==> src/rtl/key_event_sequencer.sv <==
// PS/2 set-2 byte parser plus injection arbiter feeding a rate-limited event queue
// that drives the Oric keyboard matrix strobe interface.
module key_event_sequencer #(
  parameter int unsigned FIFO_DEPTH     = 8,
  parameter int unsigned GAP_CYCLES     = 64,
  parameter int unsigned PREFIX_TIMEOUT = 4096
) (
  input  logic       clk_sys,
  input  logic       reset,
  input  logic       ps2_valid,
  input  logic [7:0] ps2_data,
  input  logic       inj_valid,
  input  logic [7:0] inj_code,
  input  logic       inj_pressed,
  input  logic       inj_extended,
  output logic       inj_ready,
  output logic       key_strobe,
  output logic       key_pressed,
  output logic       key_extended,
  output logic [7:0] key_code,
  output logic       overflow
);

  localparam int unsigned PTR_W = $clog2(FIFO_DEPTH);
  localparam int unsigned GAP_W = $clog2(GAP_CYCLES + 1);
  localparam int unsigned TMO_W = $clog2(PREFIX_TIMEOUT + 1);

  typedef struct packed {
    logic [7:0] code;
    logic       pressed;
    logic       extended;
  } key_event_t;

  typedef enum logic [2:0] {
    ST_IDLE,
    ST_E0,
    ST_F0,
    ST_E0F0,
    ST_SKIP
  } parse_state_t;

  parse_state_t     state_q, state_d;
  logic [2:0]       skip_q, skip_d;
  logic [TMO_W-1:0] tmo_q, tmo_d;
  logic             live_ev;
  key_event_t       live_data;

  // Parser next-state: one decision per received byte, prefix timeout otherwise
  always_comb begin
    state_d            = state_q;
    skip_d             = skip_q;
    tmo_d              = tmo_q;
    live_ev            = 1'b0;
    live_data.code     = ps2_data;
    live_data.pressed  = 1'b1;
    live_data.extended = 1'b0;
    if (ps2_valid) begin
      tmo_d = '0;
      case (state_q)
        ST_IDLE: begin
          case (ps2_data)
            8'hE0: state_d = ST_E0;
            8'hF0: state_d = ST_F0;
            8'hE1: begin
              state_d = ST_SKIP;
              skip_d  = 3'd7;
            end
            8'hAA, 8'hFA, 8'hFE, 8'hEE, 8'h00, 8'hFF: begin
              state_d = ST_IDLE;
            end
            default: live_ev = 1'b1;
          endcase
        end
        ST_E0: begin
          if (ps2_data == 8'hF0) begin
            state_d = ST_E0F0;
          end else if (ps2_data != 8'hE0) begin
            live_ev            = 1'b1;
            live_data.extended = 1'b1;
            state_d            = ST_IDLE;
          end
        end
        ST_F0: begin
          live_ev           = 1'b1;
          live_data.pressed = 1'b0;
          state_d           = ST_IDLE;
        end
        ST_E0F0: begin
          live_ev            = 1'b1;
          live_data.pressed  = 1'b0;
          live_data.extended = 1'b1;
          state_d            = ST_IDLE;
        end
        ST_SKIP: begin
          skip_d = skip_q - 3'd1;
          if (skip_q == 3'd1) begin
            state_d = ST_IDLE;
          end
        end
        default: state_d = ST_IDLE;
      endcase
    end else if (state_q != ST_IDLE) begin
      if (tmo_q == TMO_W'(PREFIX_TIMEOUT - 1)) begin
        state_d = ST_IDLE;
        tmo_d   = '0;
      end else begin
        tmo_d = tmo_q + TMO_W'(1);
      end
    end
  end

  always_ff @(posedge clk_sys) begin
    if (reset) begin
      state_q <= ST_IDLE;
      skip_q  <= '0;
      tmo_q   <= '0;
    end else begin
      state_q <= state_d;
      skip_q  <= skip_d;
      tmo_q   <= tmo_d;
    end
  end

  key_event_t       mem [FIFO_DEPTH];
  logic [PTR_W:0]   wr_ptr, rd_ptr;
  logic [GAP_W-1:0] gap_q;
  logic             fifo_empty, fifo_full;
  logic             pop_c, live_push, inj_push, push;
  key_event_t       inj_data, push_data, head;

  assign fifo_empty = (wr_ptr == rd_ptr);
  assign fifo_full  = (wr_ptr[PTR_W] != rd_ptr[PTR_W]) &&
                      (wr_ptr[PTR_W-1:0] == rd_ptr[PTR_W-1:0]);
  assign pop_c      = !fifo_empty && (gap_q == '0);
  assign head       = mem[rd_ptr[PTR_W-1:0]];

  // Live events win; a pop in the same cycle frees a slot for them even when full
  assign live_push  = live_ev && (!fifo_full || pop_c);
  assign inj_ready  = !fifo_full && !live_ev && !reset;
  assign inj_push   = inj_valid && inj_ready;
  assign push       = live_push || inj_push;

  assign inj_data.code     = inj_code;
  assign inj_data.pressed  = inj_pressed;
  assign inj_data.extended = inj_extended;
  assign push_data         = live_ev ? live_data : inj_data;

  always_ff @(posedge clk_sys) begin
    if (push) begin
      mem[wr_ptr[PTR_W-1:0]] <= push_data;
    end
  end

  // Queue pointers, drop flag and the rate-limited output scheduler
  always_ff @(posedge clk_sys) begin
    if (reset) begin
      wr_ptr       <= '0;
      rd_ptr       <= '0;
      gap_q        <= '0;
      overflow     <= 1'b0;
      key_strobe   <= 1'b0;
      key_pressed  <= 1'b0;
      key_extended <= 1'b0;
      key_code     <= '0;
    end else begin
      if (push) begin
        wr_ptr <= wr_ptr + (PTR_W + 1)'(1);
      end
      if (live_ev && !live_push) begin
        overflow <= 1'b1;
      end
      key_strobe <= pop_c;
      if (pop_c) begin
        rd_ptr       <= rd_ptr + (PTR_W + 1)'(1);
        key_code     <= head.code;
        key_pressed  <= head.pressed;
        key_extended <= head.extended;
        gap_q        <= GAP_W'(GAP_CYCLES - 1);
      end else if (gap_q != '0) begin
        gap_q <= gap_q - GAP_W'(1);
      end
    end
  end

endmodule

==> config.mk <==
export PLATFORM = sky130hd
export DESIGN_NAME = key_event_sequencer
export DESIGN_NICKNAME = d
export VERILOG_FILES = /design/src/rtl/key_event_sequencer.sv
export SDC_FILE = /design/constraint.sdc
export NUM_CORES = 1
export LEC_CHECK = 0
export CORE_ASPECT_RATIO = 0.7
export CORE_MARGIN = 1.5
export CORE_UTILIZATION = 40
export CTS_BUF_LIST = sky130_fd_sc_hd__clkbuf_8 sky130_fd_sc_hd__clkbuf_16
export CTS_CLUSTER_SIZE = 20
export DETAILED_ROUTE_END_ITERATION = 6
export PLACE_DENSITY_LB_ADDON = 0.12
export SYNTH_ARGS = -nofsm -noshare
export SYNTH_HDL_FRONTEND = slang
export SYNTH_SLANG_ARGS = --single-unit
==> constraint.sdc <==
create_clock -name clk_sys -period 3.15 [get_ports clk_sys]
set_input_delay 0.4725 -clock clk_sys [delete_from_list [all_inputs] [get_ports clk_sys]]
set_output_delay 0.4725 -clock clk_sys [all_outputs]
set_load 0.01 [all_outputs]
* Word level (Yosys, flattened, before mapping)
Memory sizes are Yosys's and may differ from the RTL's. A register that Yosys moved wholly into a read port is not among the register bits.
Cells that the tools add are included.
** Cells by class
- $add $sub $neg :: 5
- Eq/ne operators :: 22
- Muxes and demuxes :: 24
- Reduce and logical (&&, ||, !) cells :: 30
** Operators with widths (count)
- $eq A8 B8 Y1 const B :: 8
- $mux W3 :: 7
- $add A13 B1 Y13 const B :: 1
- $eq A13 B12 Y1 const B :: 1
- $mux W13 :: 1
- $mux W6 :: 2
- $pmux W3 S4 :: 1
- $mux W10 :: 1
- $pmux W3 S3 :: 1
- $reduce_or A9 Y1 :: 1
- $add A4 B1 Y4 const B :: 2
- $logic_not A8 Y1 :: 1
- $ne A8 B8 Y1 const B :: 1
- $reduce_bool A2 Y1 :: 4
- $logic_and A1 B1 Y1 :: 7
- $logic_not A7 Y1 :: 1
- $mux W1 :: 7
- $reduce_bool A7 Y1 :: 1
- $sub A7 B1 Y7 const B :: 1
- $eq A3 B1 Y1 const B :: 2
- $eq A3 B2 Y1 const B :: 2
- $ne A6 B3 Y1 const B :: 1
- $pmux W3 S2 :: 1
- $reduce_or A2 Y1 :: 3
- other kinds (18) :: 23
** Word-level totals
- Flip-flop bits (word level) :: 36
- Memory bits (writable) :: 80
- Word-level logic and storage cells :: 91
- Memories :: 1
** Memories
- mem :: words 8, width 10, rd ports 1, clocked after Yosys merged registers in 1, wr ports 1, RTL line 124 : key_event_t mem [FIFO_DEPTH];

* Depth between registers and ports, before layout
Gate-level depths: netlist of the first run.
- Depth in word-level cells :: 12
- Mapped depth :: 9
- Depth with buffers taken out :: 8

* Least setup slack after synthesis of the first run
Ideal clock, no wire load.
- Path kind :: flip-flop to flip-flop
- Start point :: register gap_q[0]
- End point :: memory mem[6][0] (netlist bit) (enable)
- Arrival time :: 2.212 ns
- Path slack :: 0.594 ns
- Stages on the path, launching flop included :: 9
- Buffers on the path :: 1
- Period minus slack after synthesis :: 2.556 ns
- Cells stage by stage :: dfxtp_1 inv_1 ha_1 or3b_4 or4_1 buf_6 nand2_4 a21boi_4 and4b_1
** On the way
- Word-level cells in the longest chain between the ends :: 7
** Ends and longest elaborated chain
- start, declared :: RTL line 126 : logic [GAP_W-1:0] gap_q;
- start signal, assigned :: RTL line 178 : gap_q <= GAP_W'(GAP_CYCLES - 1);
- start signal, assigned :: RTL line 180 : gap_q <= gap_q - GAP_W'(1);
- $logic_not A7 Y1 :: RTL line 134 : assign pop_c = !fifo_empty && (gap_q == '0);
- $logic_and A1 B1 Y1 :: RTL line 134
- $logic_or A1 B1 Y1 :: RTL line 138 : assign live_push = live_ev && (!fifo_full || pop_c);
- $logic_and A1 B1 Y1 :: RTL line 138
- $logic_or A1 B1 Y1 :: RTL line 141 : assign push = live_push || inj_push;
- $mux W1 :: RTL line 149 : if (push) begin
- $mux W1 (implied by the code) :: RTL line 150 : mem[wr_ptr[PTR_W-1:0]] <= push_data;
- end, declared :: RTL line 124
Every way passes these cells.

* Worst setup path in the final report of the first run
- Start point :: input ps2_data[2]
- End point :: output inj_ready
** On the way
- Word-level cells in the longest chain between the ends :: 8
** Ends and longest elaborated chain
- start, declared :: RTL line 11 : input logic [7:0] ps2_data,
- $eq A8 B8 Y1 (tied with other cells) :: RTL line 61, 75
- $reduce_or A9 Y1 (no line) or $mux W1 (tied branches)
- $mux W1 (on tied branches) :: RTL line 61, 75
- $pmux W1 S3 (*) :: RTL line 59 : case (state_q)
- $mux W1 (*) :: RTL line 57 : if (ps2_valid) begin
- $logic_not A1 Y1 (*) :: RTL line 139 : assign inj_ready = !fifo_full && !live_ev && !reset;
- $logic_and A1 B1 Y1 (*) (2 in series) :: RTL line 139
- end, declared :: RTL line 16 : output logic inj_ready,
Every way passes the cells marked *; elsewhere a longest branch is shown, timed or not.

==> results of run 1 <==
## area by class of cell
cell class	instances	area, um^2	share of cell area
Sequential cell	126	3320	0.479
Multi-Input combinational cell	247	2140	0.308
Timing Repair Buffer	68	631	0.0910
Clock buffer	19	475	0.0686
Tap cell	185	231	0.0334
Clock inverter	13	110	0.0159
Inverter	7	26.3	0.00379
## worst max-delay path, cell delays in order
cell	delay [ns]
clkdlybuf4s50_1	0.46
buf_4	0.18
buf_4	0.13
nor4_2	0.36
a211oi_2	0.14
a21o_1	0.20
nand2_2	0.08
and2_1	0.12
dlygate4sd2_1	0.26
## path summary, 6_finish.rpt
kind                             to  slack [ns]  depth (start not counted)              startpoint
max reg2reg     mem[1][3]$_DFFE_PP_        0.47                          8   gap_q[0]$_SDFFE_PP0P_
max                       inj_ready        0.27                          9             ps2_data[2]
min reg2reg  tmo_q[12]$_SDFFE_PP0N_        0.49                          1  tmo_q[12]$_SDFFE_PP0N_
min          tmo_q[12]$_SDFFE_PP0N_        0.49                          1  tmo_q[12]$_SDFFE_PP0N_
## power breakdown
group,switching (mW),internal [mW],total [mW],leakage (nW)
clock network,0.708,1.18,1.89,0.297
registers,0.0773,1.91,1.99,1.10
logic,0.510,0.494,1.00,1.01
total,1.30,3.58,4.88,2.41
## sequential cells by signal, indices dropped and copies added, names as in the netlist
register	flops
key_strobe	1
wr_ptr	4
tmo_q	13
overflow	1
key_code	8
gap_q	7
rd_ptr	4
state_q	3
key_pressed	1
key_extended	1
mem	80
skip_q	3
## stage by stage
step / hold slack, ns / setup TNS (ns) / worst slack (ns) / instances
after floorplan: 0.454 / 0 / 0.594 / 404
after global placement: 0.466 / -0.00454 / -0.00454 / 633
after detailed placement: 0.484 / -0.874 / -0.138 / 633
after CTS: 0.493 / 0 / 0.252 / 665
after global routing: 0.514 / 0 / 0.167 / 665
final: 0.493 / 0 / 0.266 / 665
## synthesized netlist by cell type, types with 7 or more instances
master    instances
a211oi_2          9
a21oi_1          12
nand3_1           8
mux2i_1          13
buf_2             7
clkbuf_1         10
xor2_1           13
mux4_2           20
nand2_1          17
mux2_4            7
inv_1             7
nor2_1           38
edfxtp_1         80
nor3_1           12
dfxtp_1          46
## kinds of logic (layout without fill, tap and decap cells)
family          count (synthesis)  count (layout)
mux                            45              45
xor+xnor                       17              17
fa+ha+maj                       6               6
flops                         126             126
compound gates                 49              49
buf+inv                        31             107
simple gates                  130             130
## cell usage in the layout (no fill, tap or decap), drive strengths merged, types with 8 or more instances in the layout
cell	Yosys	layout
nor3	12	12
inv	7	12
a21oi	13	13
buf	13	34
clkdlybuf4s50	0	32
nand3	8	8
dfxtp	46	46
nand2	19	19
a211oi	15	15
nor2	39	39
edfxtp	80	80
mux4	20	20
mux2	12	12
clkbuf	11	19
xor2	13	13
mux2i	13	13
## repair_timing
item                       4_1_cts  5_1_grt
buffers inserted                 0        0
setup endpoints to repair        1        0
resized for setup                5        0
## layer usage
metal  vias up  track usage  part of all wire
li1       1672            -                 -
met1      1715        0.243              0.49
met2        68        0.271              0.46
met3         7       0.0408             0.041
met4         0       0.0559            0.0074
met5         -            0                 0
==> summary.txt, run 1 <==
Finish
  • Layout cell share with drive strength beyond 1: 0.238
  • Fill cell count: 1168
  • Synth-to-layout area growth: 23.7%
  • Ant. Diodes: 0
  • Post-layout nets: 495
  • Final Instance Area: 0.00693 mm^2
  • Fin util: 0.517

Clock network
  • Root Buffer: clkbuf_16
  • H-Tree Depth: 4
  • Number of buffers inserted by hold repair at cts: 0
  • Clock transition at path regs: 0.06 ns
  • Sink Count: 126
  • Total CTS buffers: 17
  • CTS tree: done
  • CTS Buffer Depth: 2
  • Clock latency on the worst-skew pair: 0.40 ns

Pwr
  • Cell Pwr Density: 703 mW/mm^2
  • Tot Pwr: 4.88 mW
  • Pleak: 2.41 nW
  • Maximum vdd ir drop: 0.456 mV

Route
  • Avg Vias per Cell: 5.21
  • DRC viols: 0
  • Post-DRT Antenna Nets: 0
  • Final wirelength: 11700 um
  • DRT iter0 DRCs: 168
  • Via count: 3462
  • TritonRoute pass-1 iters: 4
  • Drt wl/cell: 17.6 um

Floorplan
  • I/O Pins: 35
  • Initial Util: 0.418
  • Die Wd: 144 um
  • Chip Height: 102 um
  • FP Rows: 35
  • Die area: 0.0147 mm^2
  • Core region area: 0.0134 mm^2

Synth
  • Synthesized area: 0.00561 mm^2
  • Main flop type after synthesis: edfxtp_1
  • Fraction of registers with async set/reset: 0
  • Avg Cell Area, Syn: 13.9 um^2
  • Synthesis Warnings: 0
  • Syn Nets: 432
  • Post-synthesis sequential area ratio: 0.593
  • Synth Area in Compound Gates: 0.0746
  • Share of Yosys cell area claimed by the top area cell type: 0.429
  • Post-synth top area cell: edfxtp_1
  • Simple-Gate Fraction of Synth Area: 0.130
  • Largest family of logic cells by synthesized area: multiplexers
  • Unique masters post-synth: 59
  • EDFF count, synth: 80
  • Synth Area in Adders: 0.0134
  • Synthesized-area fraction occupied by xor and xnor cells: 0.0266
  • Area contributors post-synth: edfxtp_1, dfxtp_1, mux4_2, nor2_1, mux2i_1
  • Multiplexer area fraction after synthesis: 0.132
  • Cells after synthesis: 404
  • Seq cells post-synth: 126

Placement
  • DP Wirelength: 8150 um
  • RePlAce Congestion: 0.777
  • I/O Buffers: 34
  • Placement Cell Area: 0.00633 mm^2

Setup path
  • Required @ worst endpoint: 2.68 ns
  • Setup CP Type: in -> out
  • Crit. End Element: output pin
  • Crit start category: input port
  • CP Max Fanout: 4
  • CP arrival: 2.41 ns

Timing
  • Worst slew pin tran: 0.691 ns
  • RSZ-0062 raised after global routing: false
  • Slew headroom: 0.526
  • Slew Limit Fails: 0
  • Max Fclk: 347 MHz
  • Final Hold Viols: 0
  • Tcrit/Tclk final: 0.915
  • Post-Route Skew: 0.0134 ns
  • Final min period: 2.88 ns
  • Setup violators final: 0

Global route
  • Largest net degree at the start of global routing: 43
  • Vias in the first global route: 3447
  • Global-route wire length before repair: 18800 um
  • Antenna violations before repair: 0
  • Total Routing Usage GR: 0.174
  • Grt total ovfl: 0

Job
  • MaxCap Viol Count: 0

Outcome
  • Outcome: completed

Hold path
  • HP Class: reg -> reg
(Power assumes the default switching activity.)
==> run 2: changes to the inputs <==
Settings changed: CTS_CLUSTER_DIAMETER set to 100, SLEW_MARGIN set to 20.
==> results of run 2 <==
The final DEF is identical to that of run 1; final timing and power are the same.
==> run 3: changes to the inputs <==
Settings changed: CTS_CLUSTER_SIZE 20 to not set, DONT_BUFFER_PORTS set to 1, TNS_END_PERCENT set to 100.
==> run 3 against run 2 <==
Utilization is 4.2 points lower. Worst setup slack improved by 0.024 ns. Register-to-register slack lost 0.18 ns. Critical path depth shrank 2. Sequential power about the same. Clock-buffer cell count down 1. Die area unchanged. Sequential share of layout area up 4.3 points. Via count is 7.2% lower. Worst hold slack lost 0.36 ns. Fmax grew 0.85%. First-iteration DRC count shrank 7.7%.
==> summary.txt, run 3 (synthesis gave the netlist of run 1 again) <==
Outcome
  • Outcome: completed

Timing
  • Final Hold Viols: 0
  • Worst slew pin tran: 0.736 ns
  • Final min period: 2.86 ns
  • Post-Route Skew: 0.0123 ns
  • Worst setup margin: 0.290 ns
  • Tcrit/Tclk final: 0.908
  • Slew Limit Fails: 0
  • Max Fclk: 350 MHz
  • Worst hold slack: 0.137 ns
  • Slew headroom: 0.506
  • Setup violators final: 0
  • Setup TNS: 0 ns
  • RSZ-0062 raised after global routing: false

Setup path
  • CP arrival: 2.89 ns
  • Setup CP Type: reg -> reg
  • CP Max Fanout: 10
  • CP startpoint: gap_q[0]$_SDFFE_PP0P_
  • Crit. End Element: flip-flop
  • Crit start category: flip-flop
  • Required @ worst endpoint: 3.18 ns
  • Critical R2R Launch: gap_q[0]$_SDFFE_PP0P_

Finish
  • Most common library cell in the layout ignoring fill and taps: edfxtp_1
  • Commonest non-fill, non-tap cells in the layout: edfxtp_1, dfxtp_1, nor2_1, mux4_2
  • Non-filler cells, final: 605
  • Post-layout nets: 435
  • Fin util: 0.475
  • Final Instance Area: 0.00636 mm^2
  • Max FFs per register: 80
  • Ant. Diodes: 0
  • Synth-to-layout area growth: 13.5%
  • Layout cell share with drive strength beyond 1: 0.207
  • Fill cell count: 1169

Clock network
  • Number of buffers inserted by hold repair at cts: 0
  • Clock transition at path regs: 0.06 ns
  • Postcts setup bufs: 0
  • Total CTS buffers: 17
  • CTS Buffer Depth: 2
  • Root Buffer: clkbuf_16
  • Post-CTS resize count: 0
  • CTS tree: done
  • Sink Count: 126
  • Clock latency on the worst-skew pair: 0.41 ns
  • H-Tree Depth: 4

Route
  • Final wirelength: 11400 um
  • TritonRoute pass-1 iters: 5
  • DRT iter0 DRCs: 155
  • DRC viols: 0
  • Via count: 3212
  • Drt wl/cell: 18.9 um
  • Post-DRT Antenna Nets: 0
  • Avg Vias per Cell: 5.31

Hold path
  • HP Class: in -> reg
  • Worst hold start: ps2_valid

Global route
  • Total Routing Usage GR: 0.168
  • Antenna violations before repair: 0
  • Global-route wire length before repair: 17700 um
  • Largest net degree at the start of global routing: 44
  • Grt total ovfl: 0
  • Vias in the first global route: 2991

Placement
  • Post-placement setup slack: 0.282 ns
  • DP Wirelength: 7770 um
  • I/O Buffers: 0
  • RePlAce Congestion: 0.779
  • Placed Instances: 573
  • Placement Cell Area: 0.00576 mm^2

Pwr
  • Cell Pwr Density: 755 mW/mm^2
  • Tot Pwr: 4.81 mW
  • Maximum vdd ir drop: 0.382 mV
  • Pleak: 2.13 nW

Floorplan
  • Die Wd: 144 um
  • FP Rows: 35
  • Chip Height: 102 um
  • Initial Util: 0.418
  • I/O Pins: 35
  • Core region area: 0.0134 mm^2
  • Die area: 0.0147 mm^2

Job
  • MaxCap Viol Count: 0
[run 3: cell count changes in the layout (fill, tap and decap cells not counted), moves of 3 or more]
cell	before	now
clkinvlp_4	0	4
buf_4	31	8
clkdlybuf4s50_1	32	0
inv_4	3	0
buf_12	3	0
[run 3: worst paths after layout]
| kind | end | slack (ns) | cells past startpoint |
|---|---|---|---|
| hold / removal | tmo_q[0]$_SDFFE_PP0N_ | 0.14 | 1 |
| setup / recovery | mem[3][3]$_DFFE_PP_ | 0.29 | 7 |
| hold reg to reg | tmo_q[8]$_SDFFE_PP0N_ | 0.49 | 2 |
| setup reg to reg | mem[3][3]$_DFFE_PP_ | 0.29 | 7 |
[run 3: report_power, final]
group          internal (mW)  switching, mW  total (mW)
Combinational          0.365          0.435       0.800
Clock                   1.27          0.724        1.99
Sequential              1.91          0.106        2.02
Total                   3.54           1.26        4.81
[run 3: critical path, stage by stage, from the launching register on]
cell and delay, ns:
dfxtp_1 0.33, inv_1 0.06, ha_1 0.17, or3b_4 0.41, or4_1 0.49, nand2_4 0.12, a21boi_4 0.30, and4b_1 0.60
[run 3: metal layers]
layer | vias to the layer above | GRT usage | routed length (um)
li1 | 1552 | - | -
met1 | 1583 | 0.251 | 5920
met2 | 73 | 0.227 | 4780
met3 | 4 | 0.0530 | 667
met4 | 0 | 0.0629 | 40
met5 | - | 0 | 0
[run 3: cell type report]
class	instances	area [um^2]	share of cell area
Clock inverter	14	169	0.0265
Sequential cell	126	3320	0.522
Inverter	7	26.3	0.00413
Multi-Input combinational cell	247	2110	0.332
Clock buffer	18	439	0.0690
Tap cell	185	231	0.0364
Timing Repair Buffer	8	60.1	0.00944
